[src/rtl/serial_add_sub_pkg.sv]
// rtl/serial_add_sub_pkg.sv - shared types, mode constants and saturation limits for serial_add_sub
package serial_add_sub_pkg;

  typedef enum logic [1:0] {
    IDLE = 2'd0,
    RUN  = 2'd1,
    DONE = 2'd2
  } state_t;

  localparam logic MODE_ADD = 1'b0;
  localparam logic MODE_SUB = 1'b1;

  // neg=0 gives the largest positive value, neg=1 the most negative, for a width-bit word
  function automatic logic [63:0] sat_limit(input int width, input logic neg);
    logic [63:0] lim;
    lim = 64'd1 << (width - 1);
    return neg ? lim : (lim - 64'd1);
  endfunction

endpackage

[src/rtl/add_sub_digit.sv]
// rtl/add_sub_digit.sv - combinational DIGIT-wide ripple-carry slice
module add_sub_digit #(
  parameter int DIGIT = 4
) (
  input  logic [DIGIT-1:0] x,
  input  logic [DIGIT-1:0] y,
  input  logic             ci,
  output logic [DIGIT-1:0] sum,
  output logic             co
);

  logic [DIGIT:0] cc;

  assign cc[0] = ci;

  for (genvar i = 0; i < DIGIT; i++) begin : g_fa
    assign sum[i]  = x[i] ^ y[i] ^ cc[i];
    assign cc[i+1] = (x[i] & y[i]) | (cc[i] & (x[i] ^ y[i]));
  end

  assign co = cc[DIGIT];

endmodule

[src/rtl/serial_add_sub.sv]
// rtl/serial_add_sub.sv - digit-serial adder/subtractor with valid/ready handshake
// Optional macro ADDSUB_SAT_EN: saturate s on signed overflow instead of wrapping.
module serial_add_sub
  import serial_add_sub_pkg::*;
#(
  parameter int WIDTH = 16,
  parameter int DIGIT = 4
) (
  input  logic             clk,
  input  logic             rst_n,
  input  logic             in_valid,
  output logic             in_ready,
  input  logic [WIDTH-1:0] a,
  input  logic [WIDTH-1:0] b,
  input  logic             cin,
  input  logic             mode,
  output logic             out_valid,
  input  logic             out_ready,
  output logic [WIDTH-1:0] s,
  output logic             c,
  output logic             ovf
);

  localparam int NUM = WIDTH / DIGIT;
  localparam int CW  = (NUM > 1) ? $clog2(NUM) : 1;
  localparam logic [CW-1:0] LAST = CW'(NUM - 1);

`ifdef ADDSUB_SAT_EN
  localparam logic [63:0]      SAT_POS64 = sat_limit(WIDTH, 1'b0);
  localparam logic [63:0]      SAT_NEG64 = sat_limit(WIDTH, 1'b1);
  localparam logic [WIDTH-1:0] SAT_POS   = SAT_POS64[WIDTH-1:0];
  localparam logic [WIDTH-1:0] SAT_NEG   = SAT_NEG64[WIDTH-1:0];
`endif

  state_t           state, state_nxt;
  logic [CW-1:0]    cnt;
  logic [WIDTH-1:0] a_r, b_r, s_r;
  logic [WIDTH-1:0] b_eff;
  logic             mode_r, cy, c_r, ovf_r;
  logic             a_msb, b_msb;
  logic [DIGIT-1:0] dsum;
  logic             dco;
  logic             accept, last, ovf_nxt;

  assign in_ready  = (state == IDLE);
  assign out_valid = (state == DONE);
  assign accept    = in_valid && in_ready;
  assign last      = (state == RUN) && (cnt == LAST);
  assign b_eff     = (mode == MODE_ADD) ? b : ~b;

  // On the final digit the slice's top sum bit is the result sign.
  assign ovf_nxt = (a_msb == b_msb) && (dsum[DIGIT-1] != a_msb);

  assign s   = s_r;
  assign c   = c_r;
  assign ovf = ovf_r;

  // Operand registers shift right so the current digit always sits at the bottom.
  add_sub_digit #(.DIGIT(DIGIT)) u_digit (
    .x   (a_r[DIGIT-1:0]),
    .y   (b_r[DIGIT-1:0]),
    .ci  (cy),
    .sum (dsum),
    .co  (dco)
  );

  always_ff @(posedge clk or negedge rst_n) begin
    if (!rst_n) begin
      state <= IDLE;
    end else begin
      state <= state_nxt;
    end
  end

  always_comb begin
    state_nxt = state;
    case (state)
      IDLE:    if (accept)    state_nxt = RUN;
      RUN:     if (last)      state_nxt = DONE;
      DONE:    if (out_ready) state_nxt = IDLE;
      default:                state_nxt = IDLE;
    endcase
  end

  always_ff @(posedge clk or negedge rst_n) begin
    if (!rst_n) begin
      cnt    <= '0;
      a_r    <= '0;
      b_r    <= '0;
      s_r    <= '0;
      mode_r <= MODE_ADD;
      cy     <= 1'b0;
      c_r    <= 1'b0;
      ovf_r  <= 1'b0;
      a_msb  <= 1'b0;
      b_msb  <= 1'b0;
    end else if (accept) begin
      cnt    <= '0;
      a_r    <= a;
      b_r    <= b_eff;
      mode_r <= mode;
      cy     <= (mode == MODE_SUB) ? ~cin : cin;
      a_msb  <= a[WIDTH-1];
      b_msb  <= b_eff[WIDTH-1];
    end else if (state == RUN) begin
      cnt <= cnt + 1'b1;
      a_r <= a_r >> DIGIT;
      b_r <= b_r >> DIGIT;
      cy  <= dco;
      s_r <= (s_r >> DIGIT) | (WIDTH'(dsum) << (WIDTH - DIGIT));
      if (last) begin
        c_r   <= (mode_r == MODE_SUB) ? ~dco : dco;
        ovf_r <= ovf_nxt;
`ifdef ADDSUB_SAT_EN
        if (ovf_nxt) begin
          s_r <= a_msb ? SAT_NEG : SAT_POS;
        end
`endif
      end
    end
  end

endmodule

[config.mk]
export PLATFORM = sky130hd
export DESIGN_NAME = serial_add_sub
export DESIGN_NICKNAME = d
export VERILOG_FILES = /design/src/rtl/serial_add_sub_pkg.sv /design/src/rtl/add_sub_digit.sv /design/src/rtl/serial_add_sub.sv
export SDC_FILE = /design/constraint.sdc
export NUM_CORES = 1
export LEC_CHECK = 0
export CAP_MARGIN = 20
export CORE_MARGIN = 4
export CORE_UTILIZATION = 42
export DETAILED_ROUTE_END_ITERATION = 10
export PLACE_DENSITY = 0.78
export SYNTH_ARGS = -nofsm -noshare
export SYNTH_HDL_FRONTEND = slang
export SYNTH_SLANG_ARGS = --single-unit
[constraint.sdc]
create_clock -name clk -period 4.8 [get_ports clk]
set_input_delay 0.96 -clock clk [delete_from_list [all_inputs] [get_ports clk]]
set_output_delay 0.96 -clock clk [all_outputs]
set_load 0.01 [all_outputs]
### Word level (Yosys, flattened, before mapping)

Index checks and enable logic that the tools add are counted.

| storage, ports and cells | value |
|---|---|
| flip-flop bits (word level) | 58 |
| bits of input ports | 38 |
| output and inout port bits | 20 |
| word-level logic and storage cells | 68 |

| operators by class | value |
|---|---|
| $add $sub $neg | 1 |
| eq/ne operators | 8 |
| muxes and demuxes | 15 |
| bitwise gates (word level) | 25 |
| reduce and logical (&&, ||, !) cells | 8 |

Operator list:

| operator | number |
|---|---|
| two-way mux 16 bit | 5 |
| inverter 16 bit | 1 |
| bitwise OR 12 x 16 -> 16 bit | 1 |
| two-way mux 2 bit | 5 |
| bitwise AND 1 bit | 8 |
| XOR 1 bit | 8 |
| one-hot mux 2 bit (3 select lines) | 1 |
| AND reduction 3 bit | 2 |
| equality test 2 bit (second input constant) | 2 |
| two-way mux 1 bit | 4 |
| != test 2 x 1 -> 1 bit (second input constant) | 2 |
| bitwise OR 1 bit | 4 |
| logical AND 1 bit | 3 |
| inverter 1 bit | 3 |
| adder 2 x 1 -> 2 bit (second input constant) | 1 |
| equality test 2 x 1 -> 1 bit (second input constant) | 1 |
| logical NOT 2 bit | 1 |
| != test 2 bit (second input constant) | 1 |
| AND reduction 2 bit | 1 |
| nonzero test 2 bit | 1 |
| equality test 1 bit | 1 |
| != test 1 bit | 1 |

### Longest topological paths before layout

| logic depth | value |
|---|---|
| word-level depth | 11 |
| gate-level depth with buffers | 9 |
| depth with buffers taken out | 9 |

### Modules after synthesis

Synthesis repeated with hierarchy kept, for this count alone.

| unflattened totals | value |
|---|---|
| cells, all modules | 278 |
| area, all modules | 2638.8 µm² |

By module, submodules not included:

| module | instances | cells each | area each (µm²) | seq. area each (µm²) |
|---|---|---|---|---|
| serial_add_sub | 1 | 264 | 2521.2 | 1451.4 |
| add_sub_digit | 1 | 14 | 117.6 | 0.0 |

### Worst setup path before layout

OpenSTA, ideal clock, no wires.

| path | value |
|---|---|
| kind | register to register |
| start | reg a_r[0] |
| end | reg ovf_r, in the netlist ovf |
| library setup time | 0.083 ns |
| data arrival time | 2.136 ns |
| required time | 4.717 ns |
| setup slack | 2.581 ns |
| cell stages (with the launch flop) | 10 |
| path buffers | 0 |
| period minus slack after synthesis | 2.219 ns |
| cell sequence | dfrtp_1 -> fa_1 -> inv_1 -> fa_1 -> fa_1 -> inv_1 -> fa_1 -> and3b_1 -> a21oi_1 -> o21ai_0 |

| on the way | value |
|---|---|
| longest elaborated chain between the ends | 10 |
| elaborated cells on any way between the ends | 11 |
| those cells by class | 1 x eq/ne; 9 x bitwise; 1 x reduce/logical |

RTL lines:

| item | line | source |
|---|---|---|
| start: declaration | serial_add_sub.sv:37 | `logic [WIDTH-1:0] a_r, b_r, s_r;` |
| start signal: assignment | serial_add_sub.sv:107 | `a_r <= a_r >> DIGIT;` |
| XOR 1 bit | add_sub_digit.sv:18 | `assign cc[i+1] = (x[i] & y[i]) \| (cc[i] & (x[i] ^ y[i]));` |
| bitwise AND 1 bit | add_sub_digit.sv:18 |  |
| bitwise OR 1 bit (*) | add_sub_digit.sv:18 |  |
| bitwise AND 1 bit (*) | add_sub_digit.sv:18 |  |
| bitwise OR 1 bit (*) | add_sub_digit.sv:18 |  |
| bitwise AND 1 bit (*) | add_sub_digit.sv:18 |  |
| bitwise OR 1 bit (*) | add_sub_digit.sv:18 |  |
| XOR 1 bit (*) | add_sub_digit.sv:17 | `assign sum[i] = x[i] ^ y[i] ^ cc[i];` |
| via dsum[3] | serial_add_sub.sv:41 | `logic [DIGIT-1:0] dsum;` |
| != test 1 bit (*) | serial_add_sub.sv:52 | `assign ovf_nxt = (a_msb == b_msb) && (dsum[DIGIT-1] != a_msb);` |
| logical AND 1 bit (*) | serial_add_sub.sv:52 |  |
| end signal: assignment | serial_add_sub.sv:113 | `ovf_r <= ovf_nxt;` |
| end: declaration | serial_add_sub.sv:39 | `logic mode_r, cy, c_r, ovf_r;` |

The timed path passes the listed nets; every way through them passes the cells marked *.
A chain may end at the register's enable or synchronous reset.

### Worst setup path in the final report

| path | value |
|---|---|
| start | reg state[0] |
| end | out out_valid |

| on the way | value |
|---|---|
| longest elaborated chain between the ends | 1 |

RTL lines:

| item | line | source |
|---|---|---|
| start: declaration | serial_add_sub.sv:35 | `state_t state, state_nxt;` |
| start signal: assignment | serial_add_sub.sv:71 | `state <= state_nxt;` |
| equality test 2 bit | serial_add_sub.sv:46 | `assign out_valid = (state == DONE);` |
| end: declaration | serial_add_sub.sv:17 | `output logic out_valid,` |

No other way between the ends.

==> out/metrics.csv <==
metric,value,unit
hold_depth,2,
die_area,7550,µm²
finalInstanceArea,3430,µm²
r2r-end,ovf$_DFFE_PN0P_,
ys.warnings.count,0,
drv_slew,0,
hp-class,register to register,
cp_top_family,buffers and inverters,
muxShareOfSynthArea,0,%
path_class,register to output pin,
coreArea,5990,µm²
grt_max_degree,59,
p_int,1.37,mW
cts.root.buffer_cell,clkbuf_8,
grt_pass1_vias,1958,
setup_viol,0,
grt_overflow,0,
crit_required,3840,ps
gp_congestion,0.774,
worstReg2RegStart,b_r[0]$_DFFE_PN0P_,
cts.path.max_buffers,2,
crit_buf_inv,2,
tritoncts,yes,
dp_hpwl,3.77,mm
rows,28,
ys_seq_elements,58,
post_cts_buffers,0,
grt_pass1_wl,9.32,mm
synth.avg_cell_area,9.61,µm²
synth-xor-area-share,6.03,%
powerDensity,637,nW/µm²
syn_inst,272,
fin_tns_setup,0,ps
period_minus_slack,2520,ps
power.share.switching,37.4,%
synth_compound_area_share,10.2,%
grt_use_total,16.2,%
drc_errors,0,
tightest_slew,1030,ps
clk_latency,340,ps
leakage,1.62,nW
critPathMaxFanout,8,
diodes,0,
top_level_ports,58,
cap_violations,0,
path_clk_slew,60,ps
port_buffers,57,
ctsResizeCount,0,
die_w,86.9,µm
layout_common_cells,"nand2_1 (99), dfrtp_1 (58), clkdlybuf4s50_1 (56)",
switchingPower,816,µW
endpoint_kind,output pin,
fp.dieH,86.9,µm
ant_nets,0,
cp_cell_sequence,nand2b_1 -> inv_1 -> clkdlybuf4s50_1,
rsz0062_at_grt,no,
layout-drive-gt1-share,6.63,%
synthAdderAreaFrac,3.54,%
synthSimpleGateAreaFrac,20.1,%
start_util,43.6,%
dpl_cell_area,3200,µm²
slew_headroom,31.0,%
hold_viol_final,0,
hold_end,s[0]$_DFFE_PN0P_,
slowest_delay,520,ps
htree_levels,3,
max_freq,0.396,GHz
synthToLayoutAreaGrowth,31.1,%
rrSetupSlack,2390,ps
syn_area,2610,µm²
max-vdd-ir-drop,0.282,mV
numCtsBuffers,9,
p_seq_share,39.0,%
power_frac_comb,42.3,%
drt_iter0_drc,135,
first_pass_iters,4,
status,"complete, no violations",
r2r.worst_path.cells,9,
clock-sinks,58,
yosysUniqueCellTypes,26,
final_common_cell,nand2_1,
critPathArrivalTime,1560,ps
skew,4.03,ps
synth_top_family_by_area,simple AND/OR/NAND/NOR gates,
cp-start-kind,register,
hold_buffers,0,
cp_slowest_cell,clkdlybuf4s50_1,
antenna_found_initial,0,
vias_per_cell,5.07,
fin_crit_sh,52.6,%
final_nets,370,
avgRoutedWirePerCell,13.8,µm
vias,2063,
p_clk_share,18.7,%
wirelength,5.62,mm
syn-num-nets,315,
min-delay-start,s[0]$_DFFE_PN0P_,
seq_area_frac_synth,55.5,%
[area by class of cell]
class / instances / area, µm²
Multi-Input combinational cell: 189 / 1040
Fill cell: 522 / 2560
Clock buffer: 14 / 173
Inverter: 7 / 26.3
Clock inverter: 2 / 10.0
Timing Repair Buffer: 62 / 627
Tap cell: 75 / 93.8
Sequential cell: 58 / 1450
[tightest hold or removal path: cells and delay by family (launching register included)]
family | cells | cell delay [ps]
DFF | 1 | 340
and+or+nand+nor | 2 | 100
[kinds of logic after synthesis]
family	count (synthesis)
buf+inv	25
simple gates	129
compound gates	37
flops	58
fa+ha+maj	5
xor+xnor	18
[synthesized netlist by cell type, drive strengths merged]
cell type   n  area share (%)
or3b        1            0.34
nand2      99              14
a31oi       4            0.96
inv         7             1.0
a21oi       1            0.19
a22oi      12             3.4
nor3b       1            0.48
nand2b      2            0.48
nand3       8             1.5
and3b       1            0.34
o21bai      1            0.29
xor2        5             1.7
nor2b       1            0.24
a221o       9             3.4
nand3b      1            0.29
o21ai      10             1.9
dfrtp      58              56
nor2       15             2.2
ha          1            0.48
buf         9             2.3
fa          4             3.1
xnor2      13             4.4
clkbuf      9             1.3
[sequential cells by signal (all words and copies together) (netlist names)]
signal and count:
b_r 16, cnt 2, state 2, b_msb 1, mode_r 1, a_msb 1, ovf 1, c 1
s 16, a_r 16, cy 1
[metrics by stage]
step	std cells	worst slack (ps)	utilization, %	hold slack (ps)	power, mW
3_5_place_dp	389	2000	53.5	461	1.75
5_1_grt	407	2200	57.2	501	2.38
4_1_cts	405	2260	56.5	477	2.17
6_report	407	2280	57.2	471	2.18
2_1_floorplan	272	2580	-	446	1.42
3_3_place_gp	389	2040	53.5	456	1.70
[routing by layer]
metal | vias up | track usage [%] | wire length, µm
met1 | 989 | 20.4 | 2400
met2 | 74 | 25.3 | 2690
met4 | 0 | 5.10 | 80
met5 | - | 0 | 0
li1 | 992 | - | -
met3 | 8 | 6.62 | 440
[power groups by stage]
stage	logic [mW]	clock network (mW)	registers, mW
floorplan	0.568	0	0.849
global placement	0.856	0	0.849
detailed placement	0.889	0	0.862
CTS	0.893	0.422	0.853
global route	1.04	0.448	0.885
finish	0.923	0.409	0.851
[how the worst max path moves through the flow]
stage	startpoint	cells after the start	end	slack [ps]
after floorplan	a_r[0]$_DFFE_PN0P_	9	ovf$_DFFE_PN0P_	2580
after global placement	mode	4	b_r[0]$_DFFE_PN0P_	2040
after detailed placement	mode	4	b_r[5]$_DFFE_PN0P_	2000
after CTS	state[0]$_DFFE_PN0P_	3	out_valid	2260
after global routing	state[0]$_DFFE_PN0P_	3	out_valid	2200
final	state[0]$_DFFE_PN0P_	3	out_valid	2280
No activity file was read; power rests on OpenSTA's default activity.
